$ cat src/rtl/uart_tx_frame_ctrl_if.sv
// Parallel-side request and serial-side line signals of the UART frame transmitter.
// The upstream producer drives the payload and parity bit, and the framer drives the line.
interface uart_tx_frame_ctrl_if #(
    parameter int Data_width = 8
);
    logic [Data_width-1:0] p_data;
    logic                  data_valid;
    logic                  par_en;
    logic                  par_bit;
    logic                  tx_out;
    logic                  busy;

    modport master (
        output p_data,
        output data_valid,
        output par_en,
        output par_bit,
        input  tx_out,
        input  busy
    );

    modport slave (
        input  p_data,
        input  data_valid,
        input  par_en,
        input  par_bit,
        output tx_out,
        output busy
    );
endinterface

$ cat src/rtl/uart_tx_frame_ctrl.sv
// UART transmit framer: start bit, LSB-first payload, optional parity, stop bit.
// One bit period per clock. tx_out and busy are registered and track the state they describe.
//
// state  | meaning
// IDLE   | line high, waiting for data_valid
// START  | start bit (0) on the line
// DATA   | payload bit cnt_q on the line, taken from shreg_q[0]
// PARITY | upstream parity bit on the line
// STOP   | stop bit (1) on the line, last busy cycle
module uart_tx_frame_ctrl #(
    parameter int Data_width = 8
) (
    input logic                  CLK,
    input logic                  RST,
    uart_tx_frame_ctrl_if.slave  tx_if
);

    localparam int CntW = (Data_width > 1) ? $clog2(Data_width) : 1;
    localparam logic [CntW-1:0] LastBit = CntW'(Data_width - 1);

    typedef enum logic [2:0] {
        IDLE,
        START,
        DATA,
        PARITY,
        STOP
    } state_t;

    state_t                state_q,  state_d;
    logic [Data_width-1:0] shreg_q,  shreg_d;
    logic [CntW-1:0]       cnt_q,    cnt_d;
    logic                  par_en_q, par_en_d;
    logic                  tx_out_q, tx_out_d;
    logic                  busy_q,   busy_d;

    always_ff @(posedge CLK or negedge RST) begin
        if (!RST) begin
            state_q  <= IDLE;
            shreg_q  <= '0;
            cnt_q    <= '0;
            par_en_q <= 1'b0;
            tx_out_q <= 1'b1;
            busy_q   <= 1'b0;
        end else begin
            state_q  <= state_d;
            shreg_q  <= shreg_d;
            cnt_q    <= cnt_d;
            par_en_q <= par_en_d;
            tx_out_q <= tx_out_d;
            busy_q   <= busy_d;
        end
    end

    // Outputs are computed for the state being entered, so the line is registered
    // yet still shows the start bit in the cycle right after acceptance.
    always_comb begin
        state_d  = state_q;
        shreg_d  = shreg_q;
        cnt_d    = cnt_q;
        par_en_d = par_en_q;
        tx_out_d = tx_out_q;
        busy_d   = busy_q;

        unique case (state_q)
            IDLE: begin
                tx_out_d = 1'b1;
                busy_d   = 1'b0;
                if (tx_if.data_valid) begin
                    state_d  = START;
                    shreg_d  = tx_if.p_data;
                    par_en_d = tx_if.par_en;
                    cnt_d    = '0;
                    tx_out_d = 1'b0;
                    busy_d   = 1'b1;
                end
            end
            START: begin
                state_d  = DATA;
                cnt_d    = '0;
                tx_out_d = shreg_q[0];
            end
            DATA: begin
                if (cnt_q == LastBit) begin
                    if (par_en_q) begin
                        state_d  = PARITY;
                        tx_out_d = tx_if.par_bit;
                    end else begin
                        state_d  = STOP;
                        tx_out_d = 1'b1;
                    end
                end else begin
                    cnt_d    = cnt_q + CntW'(1);
                    shreg_d  = shreg_q >> 1;
                    tx_out_d = shreg_d[0];
                end
            end
            PARITY: begin
                state_d  = STOP;
                tx_out_d = 1'b1;
            end
            STOP: begin
                state_d  = IDLE;
                tx_out_d = 1'b1;
                busy_d   = 1'b0;
            end
            default: begin
                state_d  = IDLE;
                tx_out_d = 1'b1;
                busy_d   = 1'b0;
            end
        endcase
    end

    assign tx_if.tx_out = tx_out_q;
    assign tx_if.busy   = busy_q;

endmodule

$ cat src/flat_wrapper.sv
// flat-port wrapper written by rule: the top's interface ports become plain ports
module uart_tx_frame_ctrl_flat 
#(
    parameter int Data_width = 8
)
  (CLK, RST, tx_if_p_data, tx_if_data_valid, tx_if_par_en, tx_if_par_bit, tx_if_tx_out, tx_if_busy);
  uart_tx_frame_ctrl_if #(.Data_width(Data_width)) tx_if_i ();
  input logic CLK;
  input logic RST;
  input wire logic [$bits(tx_if_i.p_data)-1:0] tx_if_p_data;
  input wire logic [$bits(tx_if_i.data_valid)-1:0] tx_if_data_valid;
  input wire logic [$bits(tx_if_i.par_en)-1:0] tx_if_par_en;
  input wire logic [$bits(tx_if_i.par_bit)-1:0] tx_if_par_bit;
  output wire logic [$bits(tx_if_i.tx_out)-1:0] tx_if_tx_out;
  output wire logic [$bits(tx_if_i.busy)-1:0] tx_if_busy;
  assign tx_if_i.p_data = tx_if_p_data;
  assign tx_if_i.data_valid = tx_if_data_valid;
  assign tx_if_i.par_en = tx_if_par_en;
  assign tx_if_i.par_bit = tx_if_par_bit;
  assign tx_if_tx_out = tx_if_i.tx_out;
  assign tx_if_busy = tx_if_i.busy;
  uart_tx_frame_ctrl #(.Data_width(Data_width)) u_core (.CLK(CLK), .RST(RST), .tx_if(tx_if_i));
endmodule
$ cat config.mk
export PLATFORM = sky130hd
export DESIGN_NAME = uart_tx_frame_ctrl_flat
export DESIGN_NICKNAME = d
export VERILOG_FILES = /design/src/rtl/uart_tx_frame_ctrl_if.sv /design/src/rtl/uart_tx_frame_ctrl.sv /design/src/flat_wrapper.sv
export SDC_FILE = /design/constraint.sdc
export NUM_CORES = 1
export LEC_CHECK = 0
export ABC_AREA = 1
export BUFFER_PORTS_ARGS = -buffer_cell sky130_fd_sc_hd__buf_4
export CAP_MARGIN = 30
export CORE_MARGIN = 3
export CORE_UTILIZATION = 53
export DETAILED_ROUTE_END_ITERATION = 6
export PLACE_DENSITY = 0.76
export SYNTH_ARGS = -nofsm -noshare
export SYNTH_HDL_FRONTEND = slang
export SYNTH_SLANG_ARGS = --single-unit
$ cat constraint.sdc
create_clock -name CLK -period 1.6 [get_ports CLK]
set_input_delay 0.48 -clock CLK [delete_from_list [all_inputs] [get_ports CLK]]
set_output_delay 0.48 -clock CLK [all_outputs]
set_load 0.01 [all_outputs]
==> results.md, run 1 <==
* Worst relative slew slack at 81.6%
* Bufs on Longest Clock Path at 2
* GRT Total Usage at 19.0%
* Gr ovfl total at 0
* Mapped Cells at 117
* Worst hold path class: input pin to asynchronous set/reset pin
* Clk pwr share at 11.4%
* CP peak stage delay at 410 ps
* CTS tree: built
* Nets at 150
* Share of layout cells above drive strength 1 at 20.9%
* Starting density of the core at 58.3%
* MaxCap Viol Count at 0
* Post-CTS sizing at 0
* R2R cell count at 7
* Reg2reg end: u_core.shreg_q[5]
* Slowest cell on crit path: dfrtp_1
* Switch share at 46.6%
* DR vias at 773
* RSZ-0062 raised after global routing: no
* Mapped Nets at 132
* Postcts setup bufs at 0
* DIE AREA at 2250 um^2
* Commonest non-fill, non-tap cell in the layout: nand2_1
* Number of antenna diodes at 0
* Slew @ Worst Pin at 276 ps
* Count of different cell masters after synthesis at 20
* Sink Count at 17
* Routed wire length per instance at 12.5 um
* Drt via density at 5.15
* Fin. Hold Viols at 0
* YS warnings at 0
* CP Class: flip-flop to flip-flop
* Worst Skew at 6.27 ps
* CP endpoint kind: flip-flop
* Tot Pwr at 0.00206 W
* Clock-pin slew on the worst setup and hold paths at 110 ps
* Final number of max-transition violations at 0
* Switching power at 0.000958 W
* # IOs at 15
* Dpl hpwl at 1340 um
* Area Overhead vs Synth at 15.2%
* # setup viols final at 0
* Cts bufs inserted at 3
* Cts hold-fix bufs at 0
* CP startpoint kind: flip-flop
* Reg power frac at 37.0%
* Outcome: complete, no violations
* Reg2reg setup slack at 170 ps
* Initial DRC Count at 31
* Detail Route Antenna Nets at 0
* First-pass GRT wire length at 3060 um
* Critical-path maximum fanout at 14
* Design area at 1050 um^2
* Comb power frac at 51.6%
* Pre-antenna DRT Iters at 4
* Worst EP arrival at 1670 ps
* LEAKAGE at 0.603 nW
* Setup TNS Final at 0 ps
* Final Critical Period at 1430 ps
* CTS Root Cell: clkbuf_4
* Placed instance area at 1020 um^2
* Vias in the first global route at 722
* #FFs+latches synth at 17
* Drc violations at 0
* PortBufs at 14
* RePlAce Congestion at 0.838
* Die Y-Extent at 47.4 um
* CTS H-Tree Depth at 1
* Core box area at 1560 um^2
* Achievable Freq at 701 MHz
* Internal Power at 0.00110 W
* Sequential area share after synthesis at 47.0%
* Mapped Area at 908 um^2
* CP cell instances: ha_1 > ha_1 > inv_1 > nand2_4 > nand2_2 > nand2_1 > nand2_1
* Largest net degree at the start of global routing at 18
* Initial antenna violation count at 0
* Power per cell area at 1970 nW/um^2
* DIE WIDTH at 47.4 um
* Drt total wl at 1870 um
* Row cnt at 14
* FF-to-FF Start: u_core.cnt_q[0]
* Most frequent cells in the layout: nand2_1 (52), dfrtp_1 (16), buf_4 (15)
* Fill cell count at 129
* Peak VDD IR at 1020 uV
* Later-pin clock latency in the skew report at 290 ps
* WP data required at 1840 ps
* Final period utilization at 89.1%
* Syn avg cell area at 7.76 um^2
## final cells by class
type	instances	area [um^2]	share of cell area [%]
Clock buffer	3	22.5	2.15
Timing Repair Buffer	15	113	10.8
Multi-Input combinational cell	89	425	40.7
Clock inverter	1	5.00	0.478
Tap cell	16	20.0	1.91
Sequential cell	17	427	40.8
Inverter	9	33.8	3.23
## per-stage QoR
step                      hold WS [ps]  util, %  setup WS, ps  std cells
after floorplan                    184        -           317        117
after global placement             353     65.3           266        146
after detailed placement           356     65.3           208        146
after CTS                         40.3     67.1           194        150
after global routing              21.5     67.1          74.4        150
final                             28.9     67.1           174        150
## sequential cells by signal, indices dropped and copies added (netlist names)
name,flops
u_core.state_q,3
u_core.cnt_q,3
u_core.tx_if.tx_out,1
u_core.par_en_q,1
u_core.shreg_q,8
u_core.tx_if.busy,1
## synthesized netlist by cell type, drive strengths merged
| cell type | count | area [um^2] |
|---|---|---|
| nand4 | 1 | 6.26 |
| a21oi | 2 | 13.8 |
| nor2 | 8 | 46.3 |
| ha | 2 | 25.0 |
| or2 | 1 | 6.26 |
| nand3 | 13 | 70.1 |
| nand2 | 56 | 225 |
| dfstp | 1 | 26.3 |
| o21ai | 4 | 20.0 |
| dfrtp | 16 | 400 |
| inv | 9 | 33.8 |
| nor3 | 1 | 5.00 |
| buf | 2 | 22.5 |
| o211ai | 1 | 7.51 |
## critical path, delay by kind of cell, from the launching register on
kind / cells / cell delay, ps
flip-flops: 1 / 410
adder cells (fa/ha/maj): 2 / 410
AND/OR/NAND/NOR: 4 / 450
buffers and inverters: 1 / 120
## routing by layer
| layer | track usage, % | part of all wire, % | vias up |
|---|---|---|---|
| met4 | 4.97 | 0.43 | 0 |
| met5 | 0 | 0 | - |
| met1 | 27.5 | 49 | 341 |
| met3 | 3.45 | 5.1 | 2 |
| met2 | 28.9 | 46 | 26 |
| li1 | - | - | 404 |
## worst max path at each step
stage                            from                end  slack [ps]
floorplan             u_core.cnt_q[0]  u_core.state_q[1]         320
global route        u_core.state_q[1]  u_core.shreg_q[4]          70
detailed placement    u_core.cnt_q[0]  u_core.shreg_q[5]         210
CTS                   u_core.cnt_q[0]  u_core.shreg_q[4]         190
global placement      u_core.cnt_q[0]  u_core.shreg_q[6]         270
finish                u_core.cnt_q[0]  u_core.shreg_q[5]         170
## cell families after synthesis
kind of cell | Yosys count | synth area share (%)
and+or+nand+nor | 80 | 39.5
AOI/OAI and AO/OA | 7 | 4.55
buffers and inverters | 11 | 6.20
adders and majority gates | 2 | 2.75
DFF | 17 | 47.0
## power by group through the flow
stage               logic (W)  clock network [W]  registers [W]
floorplan            0.000807                  0       0.000769
global placement      0.00103                  0       0.000761
detailed placement    0.00105                  0       0.000765
CTS                   0.00106           0.000233       0.000757
global route          0.00120           0.000254       0.000782
finish                0.00106           0.000235       0.000761
Power figures use the tool's default switching activity.
==> run 2: changes to the inputs <==
--- a/config.mk
+++ b/config.mk
@@ -8,10 +8,12 @@
 export ABC_AREA = 1
 export BUFFER_PORTS_ARGS = -buffer_cell sky130_fd_sc_hd__buf_4
 export CAP_MARGIN = 30
+export CELL_PAD_IN_SITES_DETAIL_PLACEMENT = 1
+export CELL_PAD_IN_SITES_GLOBAL_PLACEMENT = 2
 export CORE_MARGIN = 3
-export CORE_UTILIZATION = 53
+export CORE_UTILIZATION = 31
 export DETAILED_ROUTE_END_ITERATION = 6
-export PLACE_DENSITY = 0.76
+export PLACE_DENSITY_LB_ADDON = 0.1
 export SYNTH_ARGS = -nofsm -noshare
 export SYNTH_HDL_FRONTEND = slang
 export SYNTH_SLANG_ARGS = --single-unit
==> results.md, run 2 (synthesis gave the netlist of run 1 again) <==
* Row cnt at 19
* LEAKAGE at 0.609 nW
* Buf/Inv on CP at 1
* Largest Register: u_core.shreg_q
* Vias in the first global route at 806
* Clock-pin slew on the worst setup and hold paths at 110 ps
* Tot Pwr at 0.00211 W
* Fin. Hold Viols at 0
* WP data required at 1830 ps
* GRT Total Usage at 14.4%
* CTS Root Cell: clkbuf_4
* Placed cells at 163
* Cts bufs inserted at 3
* Setup TNS Final at 0 ps
* Internal Power at 0.00113 W
* Final Critical Period at 1450 ps
* Detail Route Antenna Nets at 0
* R2R cell count at 7
* DR vias at 807
* Worst EP arrival at 1690 ps
* Later-pin clock latency in the skew report at 300 ps
* RePlAce Congestion at 0.750
* Area Overhead vs Synth at 18.7%
* PortBufs at 14
* CTS H-Tree Depth at 1
* Regs by FF count: u_core.shreg_q x8, u_core.cnt_q x3, u_core.state_q x3
* Final period utilization at 90.8%
* Fill cell count at 351
* CP startpoint kind: flip-flop
* DIE AREA at 3620 um^2
* Critical path's top delay family: simple AND/OR/NAND/NOR gates
* Commonest non-fill, non-tap cell in the layout: nand2_1
* Switch share at 46.6%
* CTS tree: built
* Postcts setup bufs at 0
* Worst Skew at 11.0 ps
* Reg2reg end: u_core.shreg_q[5]
* Core box area at 2780 um^2
* Reg2reg setup slack at 150 ps
* First-pass GRT wire length at 3750 um
* Comb power frac at 52.6%
* Switching power at 0.000982 W
* Sink Count at 17
* Largest net degree at the start of global routing at 18
* Dpl hpwl at 1660 um
* CP Class: flip-flop to flip-flop
* Slew @ Worst Pin at 283 ps
* Achievable Freq at 688 MHz
* Drc violations at 0
* Nets at 152
* Final Non-Filler Cells at 167
* Worst hold path class: input pin to asynchronous set/reset pin
* Critical-path maximum fanout at 14
* Gr ovfl total at 0
* Drt via density at 4.83
* # setup viols final at 0
* Number of antenna diodes at 0
* Most frequent cells in the layout: nand2_1 (52), buf_4 (17), dfrtp_1 (16)
* Post-CTS sizing at 0
* Peak VDD IR at 736 uV
* Max FFs per register at 8
* Slowest cell on crit path: dfrtp_1
* Initial antenna violation count at 0
* # IOs at 15
* Initial DRC Count at 14
* Outcome: complete, no violations
* Share of layout cells above drive strength 1 at 21.3%
* CP cell instances: ha_1 > ha_1 > inv_1 > nand2_4 > nand2_2 > nand2_1 > nand2_1
* Die Y-Extent at 60.1 um
* FF-to-FF Start: u_core.cnt_q[0]
* Drt total wl at 2200 um
* Final design utilization at 38.8%
* CP peak stage delay at 410 ps
* Final number of max-transition violations at 0
* DIE WIDTH at 60.1 um
* Reg power frac at 35.9%
* MaxCap Viol Count at 0
* Routed wire length per instance at 13.2 um
* Bufs on Longest Clock Path at 2
* CP endpoint kind: flip-flop
* Starting density of the core at 32.7%
* Cts hold-fix bufs at 0
* Pre-antenna DRT Iters at 4
* Worst relative slew slack at 81.0%
* RSZ-0062 raised after global routing: no
* Clk pwr share at 11.5%
* Power per cell area at 1950 nW/um^2
* Hold_ws at 23.5 ps
## run 2: cell types whose count changed in the layout (fill, tap and decap cells not counted), sizes merged
cell    change
clkbuf      +1
clkinv      -1
buf         +2
## run 2: final cells by class
| type | count | area (um^2) | share of cell area [%] |
|---|---|---|---|
| tap | 31 | 38.8 | 3.60 |
| inverter | 9 | 33.8 | 3.13 |
| multi-input combinational | 89 | 425 | 39.4 |
| clock buffer | 4 | 26.3 | 2.44 |
| timing repair buffer | 17 | 128 | 11.8 |
| sequential | 17 | 427 | 39.6 |
## run 2: stage by stage
step | instance area [um^2] | worst slack [ps]
finish | 1080 | 147
global route | 1080 | 24.4
CTS | 1080 | 141
detailed placement | 1050 | 170
global placement | 1050 | 227
floorplan | 908 | 317
## run 2: worst max path at each step
| stage | start | end | slack [ps] | depth (start not counted) |
|---|---|---|---|---|
| 2_1_floorplan | u_core.cnt_q[0] | u_core.state_q[1] | 320 | 7 |
| 3_3_place_gp | u_core.cnt_q[0] | u_core.shreg_q[5] | 230 | 7 |
| 3_5_place_dp | u_core.cnt_q[0] | u_core.shreg_q[5] | 170 | 7 |
| 4_1_cts | u_core.cnt_q[0] | u_core.shreg_q[5] | 140 | 7 |
| 5_1_grt | u_core.cnt_q[0] | u_core.shreg_q[1] | 20 | 7 |
| 6_report | u_core.cnt_q[0] | u_core.shreg_q[5] | 150 | 7 |
## run 2: power by group through the flow
stage                     clock network, W  registers (W)  logic [W]
after floorplan                          0       0.000769   0.000807
after global routing              0.000274       0.000783    0.00128
after detailed placement                 0       0.000769    0.00113
after CTS                         0.000256       0.000759    0.00114
final                             0.000243       0.000757    0.00111
after global placement                   0       0.000766    0.00111
## run 2: layer usage
layer	global-route usage [%]	vias to the layer above	routed length [um]
met4	6.65	0	27
met1	19.0	383	1080
met2	22.4	12	993
li1	-	408	-
met3	3.02	4	98
met5	0	-	0
